===== config.mk =====
export PLATFORM = sky130hd
export DESIGN_NAME = main_memory
export DESIGN_NICKNAME = d
export VERILOG_FILES = /design/src/rtl/main_memory_pkg.sv /design/src/rtl/mem_latency_timer.sv /design/src/rtl/main_memory.sv
export SDC_FILE = /design/constraint.sdc
export NUM_CORES = 1
export LEC_CHECK = 0
export ABC_AREA = 0
export BUFFER_PORTS_ARGS = -buffer_cell sky130_fd_sc_hd__buf_2
export CAP_MARGIN = 30
export CORE_UTILIZATION = 44
export CTS_CLUSTER_DIAMETER = 200
export DETAILED_ROUTE_END_ITERATION = 10
export PLACE_DENSITY = 0.84
export SYNTH_ARGS = -nofsm -noshare
export SYNTH_HDL_FRONTEND = slang
export SYNTH_SLANG_ARGS = --single-unit

===== constraint.sdc =====
create_clock -name clk -period 3 [get_ports clk]
set_input_delay 0.6 -clock clk [delete_from_list [all_inputs] [get_ports clk]]
set_output_delay 0.6 -clock clk [all_outputs]
set_load 0.05 [all_outputs]

===== src/rtl/main_memory_pkg.sv =====
// ============================================================================
// Package     : main_memory_pkg
// Description : Shared types and helpers for the main_memory block-fill model:
//               FSM state encoding and the never-written block data pattern.
// Revision    : 1.0 - initial release
// ============================================================================
`default_nettype none

package main_memory_pkg;

    // Widest block the pattern helper can describe; callers size-cast down.
    localparam int PKG_MAX_BLOCK_BITS = 1024;
    localparam int PKG_MAX_BYTES      = PKG_MAX_BLOCK_BITS / 8;

    typedef enum logic [1:0] {
        IDLE = 2'd0,
        WAIT = 2'd1,
        RESP = 2'd2
    } mm_state_t;

    // Contents of a block that has never been written: byte j of block blk
    // holds the low 8 bits of its own byte address (blk*nbytes + j).
    function automatic logic [PKG_MAX_BLOCK_BITS-1:0] pattern_block(
        input int unsigned blk,
        input int unsigned nbytes
    );
        logic [PKG_MAX_BLOCK_BITS-1:0] res;
        res = '0;
        for (int j = 0; j < PKG_MAX_BYTES; j++) begin
            if (unsigned'(j) < nbytes) begin
                res[j*8 +: 8] = 8'((blk * nbytes) + unsigned'(j));
            end
        end
        return res;
    endfunction

endpackage

`default_nettype wire


===== src/rtl/mem_latency_timer.sv =====
// ============================================================================
// Module      : mem_latency_timer
// Description : Request latency counter. start loads 1, the count then
//               advances every cycle; done flags count == DELAY-1. abort
//               returns the counter to its idle value of 0.
// Revision    : 1.0 - initial release
// ============================================================================
`default_nettype none

module mem_latency_timer #(
    parameter int DELAY = 50
) (
    input  logic clk,
    input  logic reset,
    input  logic start,
    input  logic abort,
    output logic done
);

    localparam int COUNTER_SIZE = $clog2(DELAY + 1);
    localparam logic [COUNTER_SIZE-1:0] C_LAST = COUNTER_SIZE'(DELAY - 1);

    logic [COUNTER_SIZE-1:0] count_q;

    // Zero means idle; a running count never wraps because the owner aborts at done.
    always_ff @(posedge clk or negedge reset) begin
        if (!reset) begin
            count_q <= '0;
        end else if (abort) begin
            count_q <= '0;
        end else if (start) begin
            count_q <= COUNTER_SIZE'(1);
        end else if (count_q != '0) begin
            count_q <= count_q + 1'b1;
        end
    end

    assign done = (count_q == C_LAST);

endmodule

`default_nettype wire


===== src/rtl/main_memory.sv =====
// ============================================================================
// Module      : main_memory
// Description : Lower-level memory behind the direct-mapped cache. Accepts a
//               miss strobe in IDLE, waits DELAY cycles, then returns a whole
//               block with a one-cycle req_out pulse.
//               Optional block writes are built when MAIN_MEMORY_WRITE_EN is
//               defined; otherwise every request is a read of the fixed
//               address pattern and we_in / wdata_in are ignored.
// Revision    : 1.0 - initial release
// ============================================================================
`default_nettype none

module main_memory
    import main_memory_pkg::*;
#(
    parameter int ADDR_LENGTH = 10,
    parameter int BLOCK_SIZE  = 32,
    parameter int DELAY       = 50
) (
    input  logic                   clk,
    input  logic                   reset,
    input  logic                   miss_in,
    input  logic [ADDR_LENGTH-1:0] addr_in,
    input  logic                   we_in,
    input  logic [BLOCK_SIZE-1:0]  wdata_in,
    output logic [BLOCK_SIZE-1:0]  data_out,
    output logic                   req_out,
    output logic                   busy_out
);

    localparam int BYTES            = BLOCK_SIZE / 8;
    localparam int BYTE_SELECT_SIZE = $clog2(BYTES);
    localparam int NUM_BLOCKS       = 2 ** (ADDR_LENGTH - BYTE_SELECT_SIZE);
    localparam int BLK_W            = ADDR_LENGTH - BYTE_SELECT_SIZE;

    mm_state_t               state_q;
    logic [BLK_W-1:0]        blk_q;
    logic [BLOCK_SIZE-1:0]   data_q;
    logic                    req_q;
    logic                    busy_q;
    logic [BLOCK_SIZE-1:0]   data_d;
    logic [BLOCK_SIZE-1:0]   w_pattern;
    logic                    w_start;
    logic                    w_done;
    logic                    w_resp_edge;
    logic                    w_unused;

`ifdef MAIN_MEMORY_WRITE_EN
    logic                    we_q;
    logic [BLOCK_SIZE-1:0]   wdata_q;
    logic [BLOCK_SIZE-1:0]   mem_q [NUM_BLOCKS];
    logic [NUM_BLOCKS-1:0]   written_q;
`endif

    assign w_start     = (state_q == IDLE) && miss_in;
    assign w_resp_edge = (state_q == WAIT) && w_done;

    mem_latency_timer #(
        .DELAY (DELAY)
    ) u_timer (
        .clk   (clk),
        .reset (reset),
        .start (w_start),
        .abort (w_resp_edge),
        .done  (w_done)
    );

    assign w_pattern = BLOCK_SIZE'(pattern_block(32'(blk_q), BYTES));

`ifdef MAIN_MEMORY_WRITE_EN
    assign w_unused = ^addr_in[BYTE_SELECT_SIZE-1:0];
`else
    assign w_unused = ^{we_in, wdata_in, addr_in[BYTE_SELECT_SIZE-1:0]};
`endif

    // Block presented at the response edge: write data echo, stored word, or pattern.
    always_comb begin
        data_d = w_pattern;
`ifdef MAIN_MEMORY_WRITE_EN
        if (we_q) begin
            data_d = wdata_q;
        end else if (written_q[blk_q]) begin
            data_d = mem_q[blk_q];
        end
`endif
    end

    // Request FSM: accept in IDLE, count in WAIT, pulse req_out in RESP.
    always_ff @(posedge clk or negedge reset) begin
        if (!reset) begin
            state_q <= IDLE;
            blk_q   <= '0;
            data_q  <= '0;
            req_q   <= 1'b0;
            busy_q  <= 1'b0;
`ifdef MAIN_MEMORY_WRITE_EN
            we_q    <= 1'b0;
            wdata_q <= '0;
`endif
        end else begin
            case (state_q)
                IDLE: begin
                    if (miss_in) begin
                        blk_q   <= addr_in[ADDR_LENGTH-1:BYTE_SELECT_SIZE];
                        busy_q  <= 1'b1;
                        state_q <= WAIT;
`ifdef MAIN_MEMORY_WRITE_EN
                        we_q    <= we_in;
                        wdata_q <= wdata_in;
`endif
                    end
                end
                WAIT: begin
                    if (w_done) begin
                        data_q  <= data_d;
                        req_q   <= 1'b1;
                        state_q <= RESP;
                    end
                end
                RESP: begin
                    req_q   <= 1'b0;
                    busy_q  <= 1'b0;
                    state_q <= IDLE;
                end
                default: begin
                    req_q   <= 1'b0;
                    busy_q  <= 1'b0;
                    state_q <= IDLE;
                end
            endcase
        end
    end

`ifdef MAIN_MEMORY_WRITE_EN
    // Block storage: deliberately not reset, contents only matter once flagged written.
    always_ff @(posedge clk) begin
        if (w_resp_edge && we_q) begin
            mem_q[blk_q] <= wdata_q;
        end
    end

    // Written flags: reset clears them so blocks fall back to the pattern.
    always_ff @(posedge clk or negedge reset) begin
        if (!reset) begin
            written_q <= '0;
        end else if (w_resp_edge && we_q) begin
            written_q[blk_q] <= 1'b1;
        end
    end
`endif

    assign data_out = data_q;
    assign req_out  = req_q;
    assign busy_out = busy_q;

endmodule

`default_nettype wire


# Word-level counts from Yosys, hierarchy flattened

Cells that the tools add are included.

Bits in registers: 46
Input bits: 46
Logic and storage cells: 36

Add/subtract/negate cells: 4
Equality and inequality tests: 4
Mux-type cells: 10
Bitwise logic cells: 2
Reduce and logical (&&, ||, !) cells: 10

Operator list:

| kind                  | count |
|---|---|
| $mux W6               | 3 |
| $add A8 B2 Y8 const B | 2 |
| $reduce_and A2 Y1     | 5 |
| $add A8 B1 Y8 const B | 1 |
| $add A6 B1 Y6 const B | 1 |
| $eq A6 B6 Y1 const B  | 1 |
| $reduce_bool A6 Y1    | 1 |
| $mux W2               | 2 |
| $ne A2 B2 Y1 const B  | 2 |
| $pmux W1 S2           | 2 |
| $pmux W2 S2           | 1 |
| $reduce_bool A3 Y1    | 1 |
| $eq A2 B1 Y1 const B  | 1 |
| $logic_and A1 B1 Y1   | 2 |
| $logic_not A2 Y1      | 1 |
| $mux W1               | 2 |
| $not A1 Y1            | 2 |

# Logic depth before layout (Yosys ltp)

Word-level depth: 4
Gate-level depth with buffers: 7
Depth with buffers taken out: 6

# Cells and area by module

A second synthesis with hierarchy kept.

Cells, all modules: 102
Area, all modules: 1198.6 um^2

By module, submodules not included:

| module            | instances | cells each | area each (um^2) | sequential area each (um^2) |
|---|---|---|---|---|
| main_memory       | 1         | 67         | 830.8            | 425.4 |
| mem_latency_timer | 1         | 35         | 367.9            | 150.1 |

# Worst setup path before layout

No wires, ideal clock.

Path kind: flip-flop to flip-flop
Start point: reg u_timer.count_q[1]
End point: reg data_q[23] (netlist: data_out[23])
Library setup time: 0.125 ns
Arrival: 1.585 ns
Slack: 1.289 ns
Cell stages (with the launch flop): 7
Buffers on the path: 1
Clock period less this slack: 1.711 ns
Cell sequence: dfrtp_1 > inv_1 > ha_1 > nand3_1 > or4_1 > buf_6 > mux2_4

Longest elaborated chain between the ends: 2

Ends and longest elaborated chain:

| what                        | RTL line                | text |
|---|---|---|
| start, declared             | mem_latency_timer.sv:23 | `logic [COUNTER_SIZE-1:0] count_q;` |
| start signal, assigned      | mem_latency_timer.sv:34 | `count_q <= count_q + 1'b1;` |
| $eq A6 B6 Y1                | mem_latency_timer.sv:38 | `assign done = (count_q == C_LAST);` |
| $reduce_and A2 Y1 (no line) | -                       |  |
| end signal, assigned        | main_memory.sv:115      | `data_q <= data_d;` |
| end, declared               | main_memory.sv:38       | `logic [BLOCK_SIZE-1:0] data_q;` |

No other way between the ends.
A chain may end at the register's enable or synchronous reset.

# Worst setup path in the final report

Start point: reg u_timer.count_q[1]
End point: reg u_timer.count_q[5]

Longest elaborated chain between the ends: 4
Elaborated cells between the ends (all ways): 8
Those cells by class: add/sub (1); eq/ne (1); mux (3); reduce/logical (3)

Ends and longest elaborated chain:

| what          | RTL line                | text |
|---|---|---|
| $add A6 B1 Y6 | mem_latency_timer.sv:34 |  |
| $mux W6       | mem_latency_timer.sv:33 | `end else if (count_q != '0) begin` |
| $mux W6       | mem_latency_timer.sv:31 | `end else if (start) begin` |
| $mux W6       | mem_latency_timer.sv:29 | `end else if (abort) begin` |

Parallel ways exist; a longest one is shown, timed or not. The select of a mux whose other input is x is not followed.

==> run_results.csv <==
group,metric,value,unit
route,routed_wl,1960,um
setup_path,crit_type,"reg2reg",
die,ios,80,
synth,yosys_warnings,0,
synth,yosysTopAreaCellShare,0.478,
clocking,cts_setup_buffers,0,
cells_and_area,fin_util,0.504,
cells_and_area,final_cell_mix,"buf_2 (38), dfrtp_1 (23), nand2_1 (20)",
global_route,grt_max_degree,24,
setup_path,critical_path_arrival,2.20,ns
placed_design,place.gp.congestion,0.742,
route,ant_nets,0,
setup_path,crit_fanout,9,
setup_path,cp_common_cell,"inv_1",
clocking,clockBufferDepth,2,
die,rows,18,
pwr,clkPwrFrac,0.102,
sta,final-setup-viol-count,0,
clocking,hold_buffers,0,
cells_and_area,drive_above_1_share,0.378,
pwr,leakage,0.745,nW
setup_path,worstPathBufferInverterCount,2,
clocking,cts-htree-levels,1,
pwr,peakVddDrop,0.600,mV
pwr,seqPwrFrac,0.375,
route,wl_met1,850,um
global_route,grt_use_total,0.159,
setup_path,slowest_stage,"or4_1",
route,drtIter0Drc,12,
route,dr.pass1.iters,5,
clocking,cts_tree,"yes",
route,wl_met3,111,um
clocking,cts_sinks,23,
global_route,antenna_found_initial,0,
clocking,clk_pin_slew,0.13,ns
sta,skew,0.000974,ns
worst_hold_path,hp-class,"in2async",
synth,synth_top_cells_by_area,"dfrtp_1 (48%), buf_4 (16%), mux2_4 (7.5%)",
cells_and_area,num_antenna_cells,0,
synth,syn_area,0.00120,sq mm
synth,synth_cells,117,
setup_path,required,3.19,ns
pwr,combPwrFrac,0.523,
route,drc,0,
global_route,grt_pass1_vias,714,
sta,whs,0.232,ns
placed_design,portBuffers,38,
synth,synth_largest_area_cell,"dfrtp_1",
placed_design,dp.final_hpwl,1450,um
route,vias,797,
synth,avgSynthCellArea,10.3,sq um
setup_path,crit_path_end_kind,"flip-flop",
pwr,swShare,0.527,
route,met2_length,982,um
sta,drv_slew,0,
sta,hold_viol,0,
pwr,internal-power,0.675,mW
clocking,clkLatencyLatePin,0.31,ns
global_route,grt_pass1_wl,3220,um
die,die-area,0.00295,sq mm
clocking,post_cts_resized,0,
sta,max_slew_margin,0.665,
pwr,power_density,1120,mW/mm^2
die,core_area,0.00252,sq mm
synth,seq_area_frac_synth,0.478,
route,drt-wirelength-per-cell,11.9,um
setup_path,cp-start-kind,"flip-flop",
cells_and_area,final_net_count,185,
setup_path,worst_path_largest_cell_delay,0.73,ns
die,die_w,54.3,um
sta,fin_crit,2.01,ns
cells_and_area,num-fill-cells,221,
setup_path,crit_family,"simple AND/OR/NAND/NOR gates",
global_route,gr-total-overflow,0,
route,highest_layer,"met4",
synth,ys_seq_elements,23,
sta,fmax,498,MHz
route,vias_per_cell,4.83,
synth,synth.distinct_cells,28,
run_status,status,"finished clean",
sta,period_share,0.669,
die,initial_utilization,0.478,
clocking,numCtsBuffers,3,
cells_and_area,area_growth,5.61,%
die,die_y,54.3,um
flow_run,maxCapViolations,0,
cells_and_area,mostFrequentLayoutCell,"buf_2",
setup_path,path_cells,"inv_1, ha_1, nand3_1, or4_1, inv_1, a2111oi_0",
sta,worst_pin_slew,0.503,ns
clocking,cts-root-buf,"clkbuf_4",
sta,rsz0062_at_grt,"false",
sta,setup_tns,0,ns
pwr,p_sw,0.751,mW
-- routing by layer --
| metal | up-vias | track usage |
|---|---|---|
| met3 | 4 | 0.0333 |
| li1 | 392 | - |
| met5 | - | 0 |
| met4 | 0 | 0.0726 |
| met1 | 373 | 0.186 |
| met2 | 28 | 0.276 |
-- registers in the layout (all words and copies together) (netlist names) --
| signal | flops |
|---|---|
| blk_q | 6 |
| u_timer.count_q | 6 |
| req_out | 1 |
| state_q | 2 |
| data_out | 7 |
| busy_out | 1 |
-- cells by family (layout without fill, tap and decap cells) --
logic type	count (synthesis)	count (layout)	share of synthesized area
AND/OR/NAND/NOR	39	39	0.161
other	1	4	0.00311
flip-flops	23	23	0.478
XOR/XNOR	2	2	0.0145
adder cells (fa/ha/maj)	3	3	0.0312
buffers and inverters	34	49	0.190
multiplexers	6	6	0.0748
AO/OA/AOI/OAI	9	9	0.0478
-- Yosys cell counts, drive strengths merged --
| cell type | count |
|---|---|
| a2111oi | 1 |
| nor3 | 1 |
| nor4 | 1 |
| nand4 | 1 |
| ha | 3 |
| o31ai | 2 |
| nand3 | 5 |
| xor2 | 2 |
| or3b | 1 |
| nor3b | 1 |
| nor4b | 1 |
| mux2 | 6 |
| or2b | 1 |
| inv | 6 |
| a31oi | 1 |
| nand2b | 2 |
| or4b | 1 |
| clkbuf | 2 |
| or4 | 1 |
| o21ai | 4 |
| nor2 | 2 |
| nand2 | 20 |
| a211oi | 1 |
| or3 | 1 |
| conb | 1 |
| dfrtp | 23 |
| buf | 26 |
-- final timing paths --
kind	depth (start not counted)	end	slack, ns	start
min in group clk	3	blk_q[1]$_DFFE_PN0P_	0.47	addr_in[3]
setup / recovery	6	u_timer.count_q[5]$_DFFE_PN0P_	0.99	u_timer.count_q[1]$_DFFE_PN0P_
setup reg to reg	6	u_timer.count_q[5]$_DFFE_PN0P_	0.99	u_timer.count_q[1]$_DFFE_PN0P_
hold / removal	1	data_out[25]$_DFFE_PN0N_	0.23	reset
max in group asynchronous	1	u_timer.count_q[1]$_DFFE_PN0P_	2.43	reset
hold reg to reg	2	blk_q[2]$_DFFE_PN0P_	0.49	blk_q[2]$_DFFE_PN0P_
-- power groups by stage --
stage | logic [mW] | clock network (mW) | registers [mW]
floorplan | 0.578 | 0 | 0.633
global placement | 0.728 | 0 | 0.531
detailed placement | 0.752 | 0 | 0.541
CTS | 0.752 | 0.148 | 0.534
global route | 0.808 | 0.159 | 0.563
finish | 0.746 | 0.146 | 0.534
-- worst reg2reg max path, cell delays in order (launching register included) --
cell and delay (ns):
dfrtp_1 0.44, inv_1 0.11, ha_1 0.16, nand3_1 0.08, or4_1 0.73, inv_1 0.27, a2111oi_0 0.10
-- through the flow --
step	instance area, sq um	std cells	worst slack, ns	total power, mW
final	1270	165	0.992	1.43
after global routing	1270	165	0.816	1.53
after CTS	1270	165	0.988	1.43
after detailed placement	1240	161	1.01	1.29
after global placement	1240	161	1.06	1.26
after floorplan	1220	120	1.29	1.21
-- final cells by class --
cell class | count | area (sq um) | share of cell area
sequential | 23 | 576 | 0.452
tap | 30 | 37.5 | 0.0295
inverter | 6 | 22.5 | 0.0177
timing repair buffer | 39 | 198 | 0.155
clock inverter | 1 | 5.00 | 0.00393
multi-input combinational | 63 | 412 | 0.324
clock buffer | 3 | 22.5 | 0.0177
Note: power is estimated with default switching activity, not from simulation.
